## config.mk

```make
export PLATFORM = sky130hd
export DESIGN_NAME = fifo_wr_ptr_ctrl
export DESIGN_NICKNAME = d
export VERILOG_FILES = /design/src/rtl/fifo_wr_ptr_ctrl.sv
export SDC_FILE = /design/constraint.sdc
export NUM_CORES = 1
export LEC_CHECK = 0
export ABC_AREA = 0
export BUFFER_PORTS_ARGS = -buffer_cell sky130_fd_sc_hd__buf_2
export CAP_MARGIN = 20
export CORE_MARGIN = 2
export CORE_UTILIZATION = 40
export CTS_CLUSTER_SIZE = 40
export DETAILED_ROUTE_END_ITERATION = 7
export HOLD_SLACK_MARGIN = 0.1
export PLACE_DENSITY_LB_ADDON = 0.08
export REMOVE_ABC_BUFFERS = 1
export SLEW_MARGIN = 20
export SYNTH_ARGS = -nofsm -noshare
export SYNTH_HDL_FRONTEND = slang
export SYNTH_SLANG_ARGS = --single-unit
```

## constraint.sdc

```tcl
create_clock -name CLK -period 4.55 [get_ports CLK]
set_input_delay 0.2275 -clock CLK [delete_from_list [all_inputs] [get_ports CLK]]
set_output_delay 0.2275 -clock CLK [all_outputs]
set_load 0.01 [all_outputs]
```

## src/rtl/fifo_wr_ptr_ctrl.sv

```systemverilog
// fifo_wr_ptr_ctrl: write-domain pointer logic for the async FIFO.
// Owns the binary/Gray write pointer and derives full, almost-full, level and overflow.
module fifo_wr_ptr_ctrl #(
    parameter int ADDRESS_WIDTH = 3,
    parameter int AF_THRESHOLD  = 6
) (
    input  logic                     CLK,
    input  logic                     RST,
    input  logic                     W_INC,
    input  logic                     CLR_OVF,
    input  logic [ADDRESS_WIDTH:0]   RD_PTR_SYNC,
    output logic                     W_EN,
    output logic [ADDRESS_WIDTH-1:0] WR_ADDR,
    output logic [ADDRESS_WIDTH:0]   WR_PTR_GRAY,
    output logic                     W_FULL,
    output logic                     W_ALMOST_FULL,
    output logic [ADDRESS_WIDTH:0]   W_LEVEL,
    output logic                     W_OVERFLOW
);
    localparam int AW = ADDRESS_WIDTH;
    localparam logic [AW:0] AF = AF_THRESHOLD[AW:0];

    logic [AW:0] wbin, wbin_next, gnext, rbin, level_next;

    assign W_EN       = W_INC & ~W_FULL;
    assign WR_ADDR    = wbin[AW-1:0];
    assign wbin_next  = wbin + {{AW{1'b0}}, W_EN};
    assign gnext      = wbin_next ^ (wbin_next >> 1);
    assign level_next = wbin_next - rbin;

    // Gray-to-binary: each bit is the XOR of all Gray bits at or above it
    for (genvar i = 0; i <= AW; i++) begin : g_rbin
        assign rbin[i] = ^(RD_PTR_SYNC >> i);
    end

    always_ff @(posedge CLK or posedge RST) begin
        if (RST) begin
            wbin          <= '0;
            WR_PTR_GRAY   <= '0;
            W_FULL        <= 1'b0;
            W_ALMOST_FULL <= 1'b0;
            W_LEVEL       <= '0;
            W_OVERFLOW    <= 1'b0;
        end else begin
            wbin          <= wbin_next;
            WR_PTR_GRAY   <= gnext;
            W_FULL        <= gnext == {~RD_PTR_SYNC[AW:AW-1], RD_PTR_SYNC[AW-2:0]};
            W_ALMOST_FULL <= level_next >= AF;
            W_LEVEL       <= level_next;
            if (W_INC & W_FULL)
                W_OVERFLOW <= 1'b1;
            else if (CLR_OVF)
                W_OVERFLOW <= 1'b0;
        end
    end
endmodule

```

==> flow_results.org <==
** Power
- Across the VDD grid, the largest voltage drop is roughly 0.39 mV.
- The design draws 0.7273 mW.
- Sequential power share :: 0.308
- In this run the power density over the cells is 846.1 nW/µm².
- Clock share of power :: 0.117
- Net switching power :: 0.2938 mW
- Net Sw Frac :: 0.4040
- Static Leakage :: 0.4509 nW
- Of the total power, combinational logic draws 0.575.
- The internal power of the cells totals 0.4335 mW.

** Routing
- Via count of the routed design :: 442
- Number of nets with antenna violations after detailed routing :: 0
- Drt first-iter violations :: 2
- The routed design has 1122 µm of wire.
- First-pass iteration count of the detailed router :: 3
- DR WL/cell :: roughly 12 µm
- DR DRC count :: 0
- Routed via count divided by cell count :: 4.557

** Worst setup path
- Broken down by cell family, the worst path's largest delay share belongs to adder cells.
- STA puts the critical path data required time at 4.72 ns.
- Buffers plus inverters on the worst setup path :: 0
- Arrival @ worst endpoint :: 2.49 ns
- Startpoint Class :: register
- CP max-delay cell :: sky130_fd_sc_hd__dfrtp_1
- Start-to-end type of the worst setup path :: register to register
- Among the stages of the critical path, the cell type that occurs most often is sky130_fd_sc_hd__ha_1.
- List of cells traversed by the critical path :: nor2b_1 -> ha_1 -> ha_1 -> xor2_2 -> ha_1 -> a21oi_1 -> o21ai_0 -> xor3_1 -> a21o_1
- Critical path's largest stage delay :: 0.39 ns
- STA classifies the critical path endpoint as a register.
- Maximum fanout along the worst path :: 6

** STA
- Fmax achieved :: 430.8 MHz
- Once routing completed, OpenROAD measured the worst setup slack at 2.228 ns.
- Headroom to the max-slew limit :: 0.6662
- Total negative slack for setup checks :: 0 ns
- The final max-slew violation count came to 0.
- Setup violations remaining at the end of the flow were counted as 0.
- Setup repair after global routing left no endpoint under its margin.
- In the finished design, the share of the clock period the worst path needs comes to 0.5102.
- The clock period could shrink to 2.322 ns.
- Actual transition at the worst max-transition pin :: 0.5001 ns
- The count of endpoints failing hold in the final timing report was 0.
- For the final database, setup skew stands at 0.0006675 ns.

** Global route
- First-pass GRT wire length :: 1773 µm
- Vias in the first global route :: 447
- Antenna violations before repair :: 0
- Overall overflow remaining after global route :: 0
- Overall global routing resource usage :: 0.1285
- Entering global routing, the biggest net connects 15 pins.

** Cells and area
- Final non-filler cell total :: 97
- Of the cells placed in the final design, the portion with a size suffix greater than 1 is 0.3580.
- Filler cell count in the final layout :: 143
- Post-layout net count :: 96
- Ant diodes :: 0
- With fillers left out, the area of the finished cells amounts to 859.6 µm².
- Compared with the post-synthesis result, the final layout area differs by 25.82%.

** Logic synthesis
- Distinct cell type count of the synthesized netlist :: 17
- The mapped netlist covers 683.2 µm².
- For this run, the number of Yosys warnings is 0.
- Synthesis-stage register bit count :: 14
- Of the synthesized area, sequential elements account for 0.5128.
- After synthesis, the mean cell area works out to 12.65 µm².
- In the synthesized netlist, the number of instances is 54.
- Biggest area contributors in the synthesized netlist :: sky130_fd_sc_hd__dfrtp_1 51%, sky130_fd_sc_hd__ha_1 9.2%, sky130_fd_sc_hd__xnor2_1 6.4%
- The biggest area contributor in the post-synthesis netlist is sky130_fd_sc_hd__dfrtp_1.
- Synth top area share :: 0.5128

** Floorplanning
- In this run the standard cell core region covers between 1500 and 2000 µm².
- For this configuration, the core starts out at a cell density of 0.4382.
- Measured along the y axis, the die boundary spans 45.33 µm.
- Die extent in x :: 45.33 µm
- The die covers 2054 µm².
- I/O pin count :: 23
- The initialized floorplan defines 14 standard-cell rows.

** CTS
- Number of buffers on the longest clock path :: 2
- Clock-pin slew was measured on the worst setup and hold paths at 0.08 ns.
- Post-CTS Resized :: 0
- Clock root buffer :: sky130_fd_sc_hd__clkbuf_4
- Num Clock Sinks :: 14
- Clock latency on the worst-skew pair, taken at its later pin, is 0.27 ns.
- The number of hold buffers added after CTS was 1.
- TritonCTS built the clock tree.
- Number of setup buffers added after CTS :: 0
- CTS built an H-tree with a depth of 1.
- Counting the buffers created by CTS gives 3.

** Status
- Run status :: finished, final reports clean

** Placement
- The congestion estimate from routability-driven global placement came to 0.6621.
- Including well taps, the total number of placed cells is 92.
- Placed standard-cell area :: slightly above 800 µm²
- Buffers on Ports :: 22
- Dpl hpwl :: 939.1 µm
- Worst Setup Slack post-DPL :: 2.220 ns

** Hold path
- Hold/Removal Path Class :: primary input to register

** Flow run
- The tool flagged a number of max-cap violations equal to 0.
==> metal layers <==
layer / part of all wire / track usage
met2: 0.50 / 0.2143
met5: 0 / 0
met1: 0.43 / 0.1399
met4: 0.013 / 0.08824
met3: 0.057 / 0.03600
==> registers in the layout (all words and copies together), names as in the netlist <==
name / count
WR_PTR_GRAY: 4
W_LEVEL: 4
wbin: 3
W_ALMOST_FULL: 1
W_FULL: 1
W_OVERFLOW: 1
==> kinds of logic after synthesis <==
logic type | after synthesis | share of synthesized area
and+or+nand+nor | 8 | 0.06777
DFF | 14 | 0.5128
adders and majority gates | 6 | 0.1209
xor gates and xnor gates | 13 | 0.2106
buffers and inverters | 8 | 0.04396
AOI/OAI and AO/OA | 5 | 0.04396
==> path summary, 6_finish.rpt <==
check	from	to	slack [ns]	depth (start not counted)
max	W_FULL	W_ALMOST_FULL	2.23	9
min	CLR_OVF	W_OVERFLOW	0.15	2
max reg2reg	W_FULL	W_ALMOST_FULL	2.23	9
min reg2reg	W_FULL	W_OVERFLOW	0.51	2
max in group asynchronous	RST	W_FULL	3.70	3
min in group asynchronous	RST	WR_PTR_GRAY[2]	0.52	3
==> Yosys cell counts (all sizes together) <==
cell,instances
xnor2,5
a21oi,1
a22oi,1
xor2,7
ha,5
inv,8
xor3,1
o21ai,2
dfrtp,14
a21o,1
nand3,3
fa,1
or3,2
nand2,2
nor2b,1
==> worst reg2reg max path, stage by stage, from the launching register on <==
cell and delay (ns):
sky130_fd_sc_hd__dfrtp_1 0.39, sky130_fd_sc_hd__nor2b_1 0.14, sky130_fd_sc_hd__ha_1 0.20, sky130_fd_sc_hd__ha_1 0.20, sky130_fd_sc_hd__xor2_2 0.35, sky130_fd_sc_hd__ha_1 0.34, sky130_fd_sc_hd__a21oi_1 0.13, sky130_fd_sc_hd__o21ai_0 0.10
sky130_fd_sc_hd__xor3_1 0.21, sky130_fd_sc_hd__a21o_1 0.16
==> power groups by stage <==
| stage | clock, mW | sequential, mW | combinational, mW |
|---|---|---|---|
| after detailed placement | 0 | 0.228 | 0.422 |
| final | 0.0850 | 0.224 | 0.418 |
| after global placement | 0 | 0.226 | 0.410 |
| after global routing | 0.0952 | 0.231 | 0.465 |
| after CTS | 0.0884 | 0.225 | 0.425 |
| after floorplan | 0 | 0.263 | 0.261 |
==> cell type report <==
type / instances / area, µm² / share of cell area
multi-input combinational: 32 / 302.8 / 0.3523
sequential: 14 / 350.3 / 0.4076
timing repair buffer: 23 / 120.1 / 0.1397
tap: 16 / 20.02 / 0.02329
clock buffer: 4 / 36.28 / 0.04221
inverter: 8 / 30.03 / 0.03493
==> stage by stage <==
| step | hold slack [ns] | util |
|---|---|---|
| floorplan | 0.1167 | - |
| global placement | 0.2745 | 0.5217 |
| detailed placement | 0.2853 | 0.5217 |
| CTS | 0.1465 | 0.5514 |
| global route | 0.1590 | 0.5514 |
| finish | 0.1517 | 0.5514 |
==> cells in the final DEF (no fill, tap or decap), drive strengths merged <==
cell          n
a21o          1
a21oi         1
a22oi         1
buf          22
clkbuf        4
dfrtp        14
dlygate4sd3   1
fa            1
ha            5
inv           8
nand2         2
nand3         3
nor2b         1
o21ai         2
or3           2
xnor2         5
xor2          7
xor3          1
Note: power is estimated with default switching activity, not from simulation.
